### src/rtl/led_pkg.sv
// -----------------------------------------------------------------------------
// led_pkg
// Shared definitions for the LED pattern driver:
//   - led_mode_t : 2-bit pattern mode (one-hot, bar, chase, blink)
//   - LED_MAX    : widest LED bank supported by the decode function
//   - led_decode : pure function mapping (mode, pos, phase, count) to the
//                  LED vector; bits at and above 'count' are always zero.
// -----------------------------------------------------------------------------
package led_pkg;

    typedef enum logic [1:0] {
        LED_MODE_ONEHOT = 2'd0,
        LED_MODE_BAR    = 2'd1,
        LED_MODE_CHASE  = 2'd2,
        LED_MODE_BLINK  = 2'd3
    } led_mode_t;

    localparam int LED_MAX = 64;

    function automatic logic [LED_MAX-1:0] led_decode(
        input led_mode_t  mode,
        input logic [5:0] pos,
        input logic       phase,
        input int         count
    );
        logic [LED_MAX-1:0] v;
        // NOTE: every bit gets a value before any conditional assignment, so
        // the decode stays purely combinational wherever it is used.
        v = '0;
        for (int i = 0; i < LED_MAX; i++) begin
            if (i < count) begin
                case (mode)
                    LED_MODE_ONEHOT,
                    LED_MODE_CHASE:  v[i] = (i == int'(pos));
                    LED_MODE_BAR:    v[i] = (i <= int'(pos));
                    LED_MODE_BLINK:  v[i] = phase && (i == int'(pos));
                    default:         v[i] = 1'b0;
                endcase
            end
        end
        return v;
    endfunction

endpackage

### src/rtl/led_tick_gen.sv
// -----------------------------------------------------------------------------
// led_tick_gen
// Animation prescaler. Counts enabled cycles 0 .. g_Tick_Div-1 and wraps;
// o_Tick is a combinational strobe that is high in the cycle whose closing
// edge is the wrap edge, so the consumer acts on the tick at that same edge.
//   i_Clk    : system clock
//   i_Rst_n  : asynchronous active-low reset
//   i_Clear  : restart the count at 0 and suppress the tick on this edge
//   i_Enable : count advances only while high; the count holds otherwise
//   o_Tick   : tick strobe (combinational, registered by the parent)
// -----------------------------------------------------------------------------
module led_tick_gen #(
    parameter int g_Tick_Div = 25_000_000
) (
    input  logic i_Clk,
    input  logic i_Rst_n,
    input  logic i_Clear,
    input  logic i_Enable,
    output logic o_Tick
);

    localparam int              CNT_W = (g_Tick_Div > 2) ? $clog2(g_Tick_Div) : 1;
    localparam logic [CNT_W-1:0] LAST = CNT_W'(g_Tick_Div - 1);

    logic [CNT_W-1:0] r_Count;

    // Clear has priority, which is what makes a load beat a coincident tick.
    assign o_Tick = i_Enable && !i_Clear && (r_Count == LAST);

    // NOTE: sequential state is written with non-blocking assignments only,
    // so every register samples pre-edge values regardless of block order.
    always_ff @(posedge i_Clk or negedge i_Rst_n) begin
        if (!i_Rst_n) begin
            r_Count <= '0;
        end else if (i_Clear) begin
            r_Count <= '0;
        end else if (i_Enable) begin
            if (r_Count == LAST) r_Count <= '0;
            else                 r_Count <= r_Count + 1'b1;
        end
    end

endmodule

### src/rtl/led_pattern_driver.sv
// -----------------------------------------------------------------------------
// led_pattern_driver
// Drives a bank of g_LED_Count LEDs with one-hot, bar-graph, chase or blink
// patterns selected by a loaded mode and index. Chase and blink animate on
// a prescaled tick from led_tick_gen. All outputs are registered.
//   i_Clk       : system clock
//   i_Rst_n     : asynchronous active-low reset
//   i_Load      : latch i_Mode / i_LED_Value and restart the prescaler
//   i_Mode      : 0 one-hot, 1 bar, 2 chase, 3 blink
//   i_LED_Value : LED index (saturated to g_LED_Count-1)
//   i_Enable    : runs the prescaler; low freezes all animation
//   o_LED       : LED drive, active-high
//   o_Tick      : one-cycle pulse per animation tick
// -----------------------------------------------------------------------------
module led_pattern_driver
    import led_pkg::*;
#(
    parameter  int g_LED_Count = 16,
    parameter  int g_Tick_Div  = 25_000_000,
    localparam int IDX_W       = $clog2(g_LED_Count)
) (
    input  logic                   i_Clk,
    input  logic                   i_Rst_n,
    input  logic                   i_Load,
    input  logic [1:0]             i_Mode,
    input  logic [IDX_W-1:0]       i_LED_Value,
    input  logic                   i_Enable,
    output logic [g_LED_Count-1:0] o_LED,
    output logic                   o_Tick
);

    localparam logic [IDX_W-1:0] LAST_POS = IDX_W'(g_LED_Count - 1);

    led_mode_t        r_Mode;
    logic [IDX_W-1:0] r_Pos;
    logic             r_Phase;
    logic             r_Loaded;
    logic             tick_evt;

    // Holding the prescaler cleared until the first load guarantees no tick
    // (and no animation) before a pattern has been selected.
    led_tick_gen #(
        .g_Tick_Div (g_Tick_Div)
    ) u_tick (
        .i_Clk    (i_Clk),
        .i_Rst_n  (i_Rst_n),
        .i_Clear  (i_Load || !r_Loaded),
        .i_Enable (i_Enable),
        .o_Tick   (tick_evt)
    );

    // NOTE: every register, outputs included, is cleared by the async reset
    // so o_LED and o_Tick go low immediately, not at the next edge.
    always_ff @(posedge i_Clk or negedge i_Rst_n) begin
        if (!i_Rst_n) begin
            r_Mode   <= LED_MODE_ONEHOT;
            r_Pos    <= '0;
            r_Phase  <= 1'b0;
            r_Loaded <= 1'b0;
            o_LED    <= '0;
            o_Tick   <= 1'b0;
        end else begin
            o_Tick <= tick_evt;
            o_LED  <= r_Loaded
                    ? g_LED_Count'(led_decode(r_Mode, 6'(r_Pos), r_Phase, g_LED_Count))
                    : '0;

            if (i_Load) begin
                r_Mode   <= led_mode_t'(i_Mode);
                r_Pos    <= (i_LED_Value > LAST_POS) ? LAST_POS : i_LED_Value;
                r_Phase  <= 1'b1;
                r_Loaded <= 1'b1;
            end else if (tick_evt) begin
                case (r_Mode)
                    LED_MODE_CHASE: r_Pos   <= (r_Pos == LAST_POS) ? '0 : r_Pos + 1'b1;
                    LED_MODE_BLINK: r_Phase <= !r_Phase;
                    default:        ;
                endcase
            end
        end
    end

endmodule

### config.mk
export PLATFORM = sky130hd
export DESIGN_NAME = led_pattern_driver
export DESIGN_NICKNAME = d
export VERILOG_FILES = /design/src/rtl/led_pkg.sv /design/src/rtl/led_tick_gen.sv /design/src/rtl/led_pattern_driver.sv
export SDC_FILE = /design/constraint.sdc
export NUM_CORES = 1
export LEC_CHECK = 0
export CORE_MARGIN = 4
export CORE_UTILIZATION = 30
export DETAILED_ROUTE_END_ITERATION = 16
export PLACE_DENSITY = 0.56
export SYNTH_ARGS = -nofsm -noshare
export SYNTH_HDL_FRONTEND = slang
export SYNTH_SLANG_ARGS = --single-unit
### constraint.sdc
create_clock -name i_Clk -period 5.7 [get_ports i_Clk]
set_input_delay 1.14 -clock i_Clk [delete_from_list [all_inputs] [get_ports i_Clk]]
set_output_delay 1.14 -clock i_Clk [all_outputs]
set_load 0.01 [all_outputs]
* Word level (Yosys, flattened, before mapping)
Cells that the tools add are included.
Word-level totals: register bits 50, bits in latches 0, bits in writable memories 0, bits in read-only memories 0, input port bits 10, output and inout bits 17, word-level logic and storage cells 104, memories 0
Operators by class: add/subtract/negate cells 2, multipliers 0, divide/modulo/power cells 0, magnitude comparators 16, equal/unequal tests 20, shift operators 0, multiplexer cells 28, bitwise gates (word level) 0, reductions and logical operators 31
Operators with widths (number):
- 2-to-1 mux 25 bit | 3
- case mux 1 bit (3 select lines) | 16
- == test 4 bit, first input constant | 8
- <= comparator 4 bit, first input constant | 8
- adder 25 x 1 -> 25 bit, second input constant | 1
- == test 25 bit, second input constant | 1
- 2-to-1 mux 4 bit | 5
- logical AND 1 bit | 18
- == test 3 x 4 -> 1 bit, first input constant | 4
- <= comparator 3 x 4 -> 1 bit, first input constant | 4
- 2-to-1 mux 16 bit | 1
- == test 2 x 4 -> 1 bit, first input constant | 2
- <= comparator 2 x 4 -> 1 bit, first input constant | 2
- nonzero test 2 bit | 4
- adder 4 x 1 -> 4 bit, second input constant | 1
- == test 1 x 4 -> 1 bit, first input constant | 1
- == test 2 bit, second input constant | 2
- == test 4 bit, second input constant | 1
- > comparator 4 bit, second input constant | 1
- <= comparator 1 x 4 -> 1 bit, first input constant | 1
- zero test 4 bit | 1
- AND reduction 2 bit | 2
- zero test 1 bit | 3
- 2-to-1 mux 1 bit | 3
- 4 further kinds | 4

* Depth between registers and ports, before layout
Gate-level depths: netlist of run 1.
depth after elaboration 7, mapped depth 8, mapped depth without buffers 6

* Cells and area by module
A second synthesis of run 1 with hierarchy kept.
Second synthesis, totals: cells, all modules 285, area, all modules 2751.4 sq um
Modules (own cells, without submodules):
- led_tick_gen | times used 1, cells an instance 163, area each 1463.9 sq um, seq. area each 625.6 sq um
- led_pattern_driver | times used 1, cells an instance 122, area each 1287.5 sq um, seq. area each 625.6 sq um

* Worst setup path after synthesis of run 1
Ideal clock, no wire load.
kind input to register, from in i_Load, to reg u_tick.r_Count[24], setup time 68 ps, data arrival time 2181 ps, data required time 5632 ps, setup slack 3451 ps, stages on the path 6, buffers on the path 1, cells stage by stage and2b_1 > nand2_1 > a21o_4 > buf_6 > or3_1 > nand3_1
On the way: word-level cells in the longest chain between the ends 2, elaborated cells on any way between the ends 3, classes of those cells 1 x mux; 2 x reduce/logical
Ends and longest elaborated chain:
- start: declaration | RTL line led_pattern_driver.sv:24 | input logic i_Load,
- logical OR 1 bit (*) | RTL line led_pattern_driver.sv:47 | .i_Clear (i_Load || !r_Loaded),
- 2-to-1 mux 25 bit / nonzero test 2 bit (equally long branches)
- end signal: assignment | RTL line led_tick_gen.sv:39 | else r_Count <= r_Count + 1'b1;
- end: declaration | RTL line led_tick_gen.sv:25 | logic [CNT_W-1:0] r_Count;
Mark *: on every way between the ends. The rest lies on a longest branch, timed or not. A chain may end at the register's enable or synchronous reset.

* Final worst setup path of run 1
from in i_Load, to reg u_tick.r_Count[22]
Same word-level chain as after synthesis.

==> flow_metrics.env, run 1 <==
export IMPL_n_fill_cell=937
export IMPL_maxSlewViolCount=0
export IMPL_power_leakage_nw=1.34
export IMPL_slew_headroom_pct=32.3
export IMPL_yosysTopAreaCellShare_pct=44.6
export IMPL_final_hold_viol_count=0
export IMPL_start_kind="input pin"
export IMPL_final_cell_mix="dfrtp_1 (50), nand2_1 (42), clkdlybuf4s50_1 (25)"
export IMPL_pwr_share_clk_pct=31.4
export IMPL_rows=35
export IMPL_synth_largest_area_cell="dfrtp_1"
export IMPL_final_nets=336
export IMPL_path_max_fanout=26
export IMPL_clock_sinks=50
export IMPL_cts_buffers=5
export IMPL_ctsResizeCount=0
export IMPL_clk_pin_slew_ns=0.09
export IMPL_power_total_w=0.000716
export IMPL_post_dp_hpwl_mm=4.21
export IMPL_die_h_um=105
export IMPL_status="finished clean"
export IMPL_synth_area_um2=2810
export IMPL_dr_first_iter_drc_count=104
export IMPL_hold_buffers=0
export IMPL_timing_final_crit_share_pct=52.4
export IMPL_grt_pass1_vias=2173
export IMPL_synth_edf_count=0
export IMPL_synthDistinctLibCells=58
export IMPL_start_util_pct=30.6
export IMPL_portBuffers=26
export IMPL_drive_gt1_share_pct=9.35
export IMPL_regArea_um2=1250
export IMPL_clock_latency_ns=0.31
export IMPL_num_antenna_cells=0
export IMPL_cp_top_family="compound AO/OA/AOI/OAI gates"
export IMPL_routed_wl_mm=6.05
export IMPL_post_place_ws_ns=2.39
export IMPL_peakVddDrop_v=0.0000900
export IMPL_cp_arrival_ns=3.22
export IMPL_cts_tree="done"
export IMPL_viasPerCell=5.25
export IMPL_layout_setup_ws_ns=2.71
export IMPL_ys_ff_latch=50
export IMPL_power_frac_seq_pct=54.7
export IMPL_async_flop_share_pct=100
export IMPL_cts_buffer_depth=2
export IMPL_critPathRequiredTime_ns=5.93
export IMPL_postRouteAntennaNets=0
export IMPL_multi_input_area_um2=1430
export IMPL_fin_tns_setup_ns=0
export IMPL_finalSetupViolCount=0
export IMPL_max_freq_mhz=335
export IMPL_fp_dieW_um=105
export IMPL_crit_type="input pin to register"
export IMPL_grt_pass1_wl_mm=10.6
export IMPL_cts_htree_levels=2
export IMPL_vias=2269
export IMPL_place_congestion=0.778
export IMPL_dpl_cell_area_um2=3120
export IMPL_root_buffer="clkbuf_8"
export IMPL_p_int_w=0.000519
export IMPL_whs_ns=0.525
export IMPL_grt_usage_pct=11.5
export IMPL_coreArea_um2=9150
export IMPL_grt_max_degree=51
export IMPL_ys_top_cells_by_area="dfrtp_1 (45%), nand2_1 (5.6%), a21oi_1 (4.1%)"
export IMPL_synthCells=301
export IMPL_power_density_nw_per_um2=223
export IMPL_antenna_found_initial=0
export IMPL_io_pins=27
export IMPL_grt_remaining_overflow=0
export IMPL_post_cts_buffers=0
export IMPL_yosysWarningCount=0
export IMPL_synthesis_area_per_instance_um2=9.32
export IMPL_crit_buf_inv=1
export IMPL_wl_per_cell_um=14.0
export IMPL_final_area_um2=3220
export IMPL_syn_to_final_growth_pct=14.6
export IMPL_p_switching_w=0.000197
export IMPL_end_kind="register"
export IMPL_holdCritPathClass="register to register"
export IMPL_critical_path_slowest_cell="clkdlybuf4s50_1"
export IMPL_seq_area_frac_synth_pct=44.6
export IMPL_ys_flop_type="dfrtp_1"
export IMPL_syn_num_nets=317
export IMPL_die_area_um2=11000
export IMPL_final_min_clock_period_ns=2.99
export IMPL_drv_cap=0
export IMPL_final_common_cell="dfrtp_1"
export IMPL_rsz0062_at_grt="no"
export IMPL_max_stage_delay_ns=0.63
export IMPL_p_sw_share_pct=27.6
export IMPL_drcViolationCount=0
export IMPL_comb_power_share_pct=13.9
export IMPL_first_pass_iters=4
export IMPL_worstMarginPinSlew_ns=1.01
export IMPL_clock_skew_ns=0.0137
export IMPL_path_cells="clkdlybuf4s50_1 -> and2b_1 -> nand2_1 -> a21oi_4 -> a41oi_1 -> a31oi_1"
## registers in the layout (all words and copies together) (netlist names)
| signal | flops |
|---|---|
| u_tick.r_Count | 25 |
| o_LED | 16 |
| r_Pos | 4 |
| r_Mode | 2 |
| o_Tick | 1 |
| r_Loaded | 1 |
| r_Phase | 1 |
## final timing paths
check / from / endpoint / slack [ns] / cells past startpoint
worst max-delay path: i_Load / u_tick.r_Count[22]$_DFFE_PN0P_ / 2.71 / 6
worst min register to register: u_tick.r_Count[21]$_DFFE_PN0P_ / u_tick.r_Count[21]$_DFFE_PN0P_ / 0.52 / 1
worst min-delay path: u_tick.r_Count[21]$_DFFE_PN0P_ / u_tick.r_Count[21]$_DFFE_PN0P_ / 0.52 / 1
max in group asynchronous: i_Rst_n / u_tick.r_Count[11]$_DFFE_PN0P_ / 4.34 / 2
worst max register to register: u_tick.r_Count[0]$_DFFE_PN0P_ / u_tick.r_Count[22]$_DFFE_PN0P_ / 3.44 / 6
min in group asynchronous: i_Rst_n / u_tick.r_Count[5]$_DFFE_PN0P_ / 0.93 / 2
## cells by family (layout without fill, tap and decap cells)
group	after synthesis	after routing	share of synthesized area (%)
AND/OR/NAND/NOR	142	142	30.2
AO/OA/AOI/OAI	70	70	15.3
flip-flops	50	50	44.6
buffers and inverters	25	45	4.42
adder cells (fa/ha/maj)	6	6	2.68
XOR/XNOR	4	4	1.25
multiplexers	4	4	1.52
## cell usage after synthesis (5+ instances only)
| library cell | count |
|---|---|
| dfrtp_1 | 50 |
| nand2_1 | 42 |
| a21oi_1 | 23 |
| nand3_1 | 21 |
| o21ai_0 | 17 |
| nor2_1 | 13 |
| inv_1 | 10 |
| a31oi_1 | 9 |
| nand2b_1 | 9 |
| nand4_1 | 9 |
| or3_1 | 9 |
| clkbuf_1 | 8 |
| ha_1 | 6 |
| and3_1 | 5 |
| nor3_1 | 5 |
## stage by stage
stage	util, %	cells
after global placement	34.1	424
after floorplan	-	301
after CTS	35.1	432
final	35.1	432
after detailed placement	34.1	424
after global routing	35.1	432
## area by class of cell
cell class,instances,share of cell area [%]
Tap cell,111,4.32
Clock buffer,7,2.68
Sequential cell,50,38.9
Clock inverter,1,0.272
Inverter,10,1.17
Timing Repair Buffer,27,8.17
Multi-Input combinational cell,226,44.5
## power by group through the flow
stage	Combinational, W	Sequential (W)	Clock [W]
after global placement	0.000100	0.000398	0
final	0.0000997	0.000392	0.000225
after detailed placement	0.000101	0.000399	0
after global routing	0.000113	0.000396	0.000242
after CTS	0.000101	0.000392	0.000233
after floorplan	0.0000574	0.000395	0
## routing by layer
layer / track usage (%) / wire length [um]
met5: 0 / 0
met3: 1.98 / 216
met4: 2.81 / 68
met1: 16.7 / 3100
met2: 17.7 / 2670
(Power assumes the default switching activity.)
==> run 2: changes to the inputs <==
- PLACE_DENSITY: 0.56 -> 0.58
- clock period: 5.7 -> 2.75 ns (I/O delays scaled with it)
==> run 2 against run 1 <==
  * Setup slack worse by 2.0 ns
  * Global-route usage is 0.63 points higher
  * Utilization is 0.36 points higher
  * Register-to-register slack worse by 2.7 ns
  * Critical endpoint is now r_Pos[3]$_DFFE_PN0P_
  * Largest cell class unchanged
==> flow_metrics.env, run 2 (synthesized netlist as in run 1, its figures left out) <==
export IMPL_routed_wl_mm=6.40
export IMPL_final_cell_mix="dfrtp_1 (50), nand2_1 (42), clkdlybuf4s50_1 (25)"
export IMPL_max_stage_delay_ns=0.42
export IMPL_grt_remaining_overflow=0
export IMPL_die_h_um=105
export IMPL_vias=2304
export IMPL_cts_buffer_depth=2
export IMPL_wl_per_cell_um=14.7
export IMPL_crit_type="register to register"
export IMPL_dpl_cell_area_um2=3150
export IMPL_crit_path_end="r_Pos[3]$_DFFE_PN0P_"
export IMPL_coreArea_um2=9150
export IMPL_peakVddDrop_v=0.000230
export IMPL_fp_dieW_um=105
export IMPL_worstMarginPinSlew_ns=0.579
export IMPL_critPathRequiredTime_ns=2.96
export IMPL_antenna_found_initial=0
export IMPL_end_kind="register"
export IMPL_root_buffer="clkbuf_8"
export IMPL_cp_startpoint="u_tick.r_Count[0]$_DFFE_PN0P_"
export IMPL_clock_latency_ns=0.31
export IMPL_path_cells="ha_1 -> and3_1 -> nand4_1 -> nor3_2 -> a31oi_1 -> a211o_1"
export IMPL_reg2reg_setup_slack_ns=0.76
export IMPL_ctsResizeCount=0
export IMPL_clk_pin_slew_ns=0.10
export IMPL_dr_first_iter_drc_count=147
export IMPL_slew_headroom_pct=61.3
export IMPL_max_freq_mhz=502
export IMPL_cts_buffers=5
export IMPL_num_antenna_cells=0
export IMPL_n_fill_cell=915
export IMPL_clock_sinks=50
export IMPL_multi_input_area_um2=1430
export IMPL_final_min_clock_period_ns=1.99
export IMPL_path_max_fanout=5
export IMPL_finalSetupViolCount=0
export IMPL_start_kind="register"
export IMPL_final_area_um2=3250
export IMPL_cp_top_family="simple AND/OR/NAND/NOR gates"
export IMPL_cp_arrival_ns=2.20
export IMPL_drcViolationCount=0
export IMPL_postRouteAntennaNets=0
export IMPL_start_util_pct=30.6
export IMPL_holdCritPathClass="input pin to async pin"
export IMPL_status="finished clean"
export IMPL_final_common_cell="dfrtp_1"
export IMPL_rsz0062_at_grt="no"
export IMPL_grt_pass1_wl_mm=11.1
export IMPL_whs_ns=0.0307
export IMPL_r2r_start="u_tick.r_Count[0]$_DFFE_PN0P_"
export IMPL_final_nets=340
export IMPL_maxSlewViolCount=0
export IMPL_critical_path_slowest_cell="dfrtp_1"
export IMPL_final_hold_viol_count=0
export IMPL_first_pass_iters=5
export IMPL_grt_pass1_vias=2275
export IMPL_power_density_nw_per_um2=459
export IMPL_syn_to_final_growth_pct=15.8
export IMPL_fin_tns_setup_ns=0
export IMPL_clock_skew_ns=0.00600
export IMPL_path_depth=6
export IMPL_rr_worst_depth=6
export IMPL_grt_max_degree=29
export IMPL_top_register="u_tick.r_Count"
export IMPL_grt_usage_pct=12.1
export IMPL_drive_gt1_share_pct=10.8
export IMPL_place_congestion=0.806
export IMPL_portBuffers=26
export IMPL_timing_final_crit_share_pct=72.5
export IMPL_viasPerCell=5.28
export IMPL_regArea_um2=1250
export IMPL_cts_htree_levels=2
export IMPL_power_leakage_nw=1.36
export IMPL_cts_tree="done"
export IMPL_reg2reg_to="r_Pos[3]$_DFFE_PN0P_"
export IMPL_hold_buffers=0
export IMPL_post_cts_buffers=0
export IMPL_crit_buf_inv=0
export IMPL_io_pins=27
export IMPL_rows=35
export IMPL_post_dp_hpwl_mm=4.54
export IMPL_drv_cap=0
export IMPL_largest_reg_flops=25
export IMPL_die_area_um2=11000
export IMPL_largestRegisters="u_tick.r_Count x25, o_LED x16, r_Pos x4"
-- run 2: how the worst min path moves through the flow --
stage	start	to	slack, ns	cells past startpoint
global route	i_Rst_n	o_LED[13]$_DFF_PN0_	0.02	1
CTS	i_Rst_n	o_LED[13]$_DFF_PN0_	0.02	1
global placement	i_Rst_n	o_LED[13]$_DFF_PN0_	0.37	1
finish	i_Rst_n	o_LED[13]$_DFF_PN0_	0.03	1
floorplan	i_Rst_n	o_LED[0]$_DFF_PN0_	0.25	0
detailed placement	i_Rst_n	o_LED[13]$_DFF_PN0_	0.38	1
-- run 2: per-stage QoR --
stage	setup WS, ns	total power (W)	util (%)	instances
5_1_grt	0.557	0.00157	35.5	436
3_3_place_gp	0.532	0.00104	34.4	428
3_5_place_dp	0.468	0.00104	34.4	428
4_1_cts	0.744	0.00151	35.5	436
6_report	0.756	0.00149	35.5	436
2_1_floorplan	0.823	0.000937	-	301
-- run 2: area by class of cell --
type | instances | area share (%)
clock buffers | 5 | 2.12
clock inverters | 3 | 0.886
inverters | 10 | 1.16
multi-input cells | 226 | 44.0
flip-flops and latches | 50 | 38.5
well taps | 111 | 4.28
repair buffers | 31 | 9.01
-- run 2: where the power goes --
| part | switching, W | internal [W] | leakage, nW |
|---|---|---|---|
| logic | 0.000111 | 0.0000999 | 0.646 |
| registers | 0.0000425 | 0.000770 | 0.665 |
| clock network | 0.000278 | 0.000189 | 0.0502 |
| total | 0.000431 | 0.00106 | 1.36 |
-- run 2: metal layers --
layer | global-route usage (%) | share of wire, % | vias to the layer above
li1 | - | - | 1136
met1 | 16.6 | 49 | 1114
met2 | 19.8 | 45 | 48
met3 | 2.22 | 4.5 | 6
met4 | 3.09 | 1.2 | 0
met5 | 0 | 0 | -
==> run 3: changes to the inputs <==
- PLACE_DENSITY: 0.58 -> 0.56
- clock period: 2.75 -> 2 ns (I/O delays scaled with it)
==> run 3 against run 2 <==
  * Register-to-register slack got worse by 0.66 ns
  * Largest cell class unchanged
  * Worst hold slack improved by 0.039 ns
  * Count of clock-buffer cells in the layout did not move
  * Global-route usage fell by 0.27 points
  * Sequential share of layout area fell by 1.7 points
==> flow_metrics.env, run 3 (synthesized netlist as in run 1, its figures left out) <==
export IMPL_grt_pass1_vias=2159
export IMPL_num_antenna_cells=0
export IMPL_first_pass_iters=4
export IMPL_rows=35
export IMPL_postRouteAntennaNets=0
export IMPL_p_int_w=0.00146
export IMPL_slew_headroom_pct=62.4
export IMPL_largestRegisters="u_tick.r_Count x25, o_LED x16, r_Pos x4"
export IMPL_top_register="u_tick.r_Count"
export IMPL_finalSetupViolCount=0
export IMPL_status="finished clean"
export IMPL_power_frac_seq_pct=54.5
export IMPL_power_density_nw_per_um2=601
export IMPL_comb_power_share_pct=15.5
export IMPL_placed_cells=444
export IMPL_critical_path_slowest_cell="dfrtp_1"
export IMPL_start_util_pct=30.6
export IMPL_rr_worst_depth=6
export IMPL_portBuffers=26
export IMPL_final_common_cell="dfrtp_1"
export IMPL_max_stage_delay_ns=0.48
export IMPL_vias=2317
export IMPL_fp_dieW_um=105
export IMPL_stdcell_count=452
export IMPL_drv_cap=0
export IMPL_cts_buffers=5
export IMPL_grt_usage_pct=11.8
export IMPL_root_buffer="clkbuf_8"
export IMPL_final_cell_mix="dfrtp_1 (50), nand2_1 (42), clkdlybuf4s50_1 (25)"
export IMPL_routed_wl_mm=6.38
export IMPL_drcViolationCount=0
export IMPL_die_area_um2=11000
export IMPL_fin_tns_setup_ns=0
export IMPL_dr_first_iter_drc_count=90
export IMPL_peakVddDrop_v=0.000388
export IMPL_cts_htree_levels=2
export IMPL_maxSlewViolCount=0
export IMPL_timing_final_crit_share_pct=95.2
export IMPL_final_min_clock_period_ns=1.90
export IMPL_pwr_share_clk_pct=30.0
export IMPL_syn_to_final_growth_pct=21.1
export IMPL_p_sw_share_pct=28.5
export IMPL_cp_arrival_ns=2.10
export IMPL_antenna_found_initial=0
export IMPL_viasPerCell=5.13
export IMPL_io_pins=27
export IMPL_clock_latency_ns=0.31
export IMPL_cts_buffer_depth=2
export IMPL_clk_pin_slew_ns=0.10
export IMPL_p_switching_w=0.000581
export IMPL_worstMarginPinSlew_ns=0.564
export IMPL_grt_remaining_overflow=0
export IMPL_drive_gt1_share_pct=15.2
export IMPL_rsz0062_at_grt="no"
export IMPL_wl_per_cell_um=14.1
export IMPL_max_freq_mhz=525
export IMPL_end_kind="register"
export IMPL_power_total_w=0.00204
export IMPL_critPathRequiredTime_ns=2.20
export IMPL_grt_max_degree=29
export IMPL_reg2reg_to="r_Phase$_DFFE_PN0P_"
export IMPL_crit_path_end="r_Phase$_DFFE_PN0P_"
export IMPL_coreArea_um2=9150
export IMPL_start_kind="register"
export IMPL_place_congestion=0.777
export IMPL_path_max_fanout=5
export IMPL_final_hold_viol_count=0
export IMPL_post_dp_hpwl_mm=4.61
export IMPL_cts_tree="done"
export IMPL_final_nets=356
export IMPL_crit_type="register to register"
export IMPL_die_h_um=105
export IMPL_grt_pass1_wl_mm=10.7
export IMPL_clock_skew_ns=0.00630
export IMPL_clock_sinks=50
export IMPL_r2r_start="u_tick.r_Count[10]$_DFFE_PN0P_"
export IMPL_holdCritPathClass="input pin to async pin"
export IMPL_reg2reg_setup_slack_ns=0.1
export IMPL_path_cells="nor4b_4 -> buf_4 -> and3_4 -> nand4_2 -> o21ai_1 -> or3b_1"
export IMPL_power_leakage_nw=1.44
export IMPL_cp_startpoint="u_tick.r_Count[10]$_DFFE_PN0P_"
export IMPL_largest_reg_flops=25
export IMPL_hold_buffers=0
[run 3: cell count changes in the layout (fill, tap and decap cells not counted)]
cell,change
buf_12,+2
buf_4,+14
clkinv_2,+1
clkinv_4,-1
clkinvlp_4,+1
ha_1,-1
ha_2,+1
inv_8,-1
nor4b_2,-1
nor4b_4,+1
[run 3: timing repair]
item                                    4_1_cts  5_1_grt
endpoints found under the setup margin        0        3
hold endpoints to repair                      0        0
setup buffers                                 0        0
gates resized for setup                       0        2
[run 3: power by group through the flow]
stage	logic (W)	clock network, W	registers (W)
2_1_floorplan	0.000164	0	0.00113
3_3_place_gp	0.000315	0	0.00113
5_1_grt	0.000350	0.000661	0.00112
4_1_cts	0.000319	0.000627	0.00111
6_report	0.000315	0.000612	0.00111
3_5_place_dp	0.000316	0	0.00113
[run 3: cell type report]
type,instances,area (um^2)
Fill cell,904,5760
Timing Repair Buffer,47,438
Clock inverter,3,21.3
Sequential cell,50,1250
Tap cell,111,139
Multi-Input combinational cell,226,1440
Clock buffer,5,68.8
Inverter,10,37.5
[run 3: routing by layer]
layer  up-vias  GRT usage, %  share of wire [%]
met2        42          18.0                 45
li1       1164             -                  -
met4         0          2.81               0.96
met5         -             0                  0
met3         5          2.41                3.4
met1      1106          17.3                 51
[run 3: metrics by stage]
stage / cell area [um^2] / setup slack [ns] / hold WS (ns) / utilization, %
after global routing: 3400 / 0.0102 / 0.105 / 37.1
final: 3400 / 0.0962 / 0.0696 / 37.1
after CTS: 3390 / 0.0922 / 0.0860 / 37.0
after floorplan: 2810 / 0.0727 / 0.104 / -
after detailed placement: 3300 / -0.0260 / 0.431 / 36.0
after global placement: 3300 / 0.00496 / 0.421 / 36.0
[run 3: worst min path at each step]
stage,to,slack (ns),depth (start not counted)
after detailed placement,o_LED[14]$_DFF_PN0_,0.43,1
after global placement,o_LED[14]$_DFF_PN0_,0.42,1
final,o_LED[14]$_DFF_PN0_,0.07,1
after floorplan,o_LED[0]$_DFF_PN0_,0.10,0
after CTS,o_LED[14]$_DFF_PN0_,0.09,1
after global routing,o_LED[14]$_DFF_PN0_,0.11,1
[run 3: critical path, delay by kind of cell, from the launching register on]
kind	cells	cell delay, ns
buf+inv	1	0.16
flops	1	0.48
compound gates	1	0.13
simple gates	4	1.03
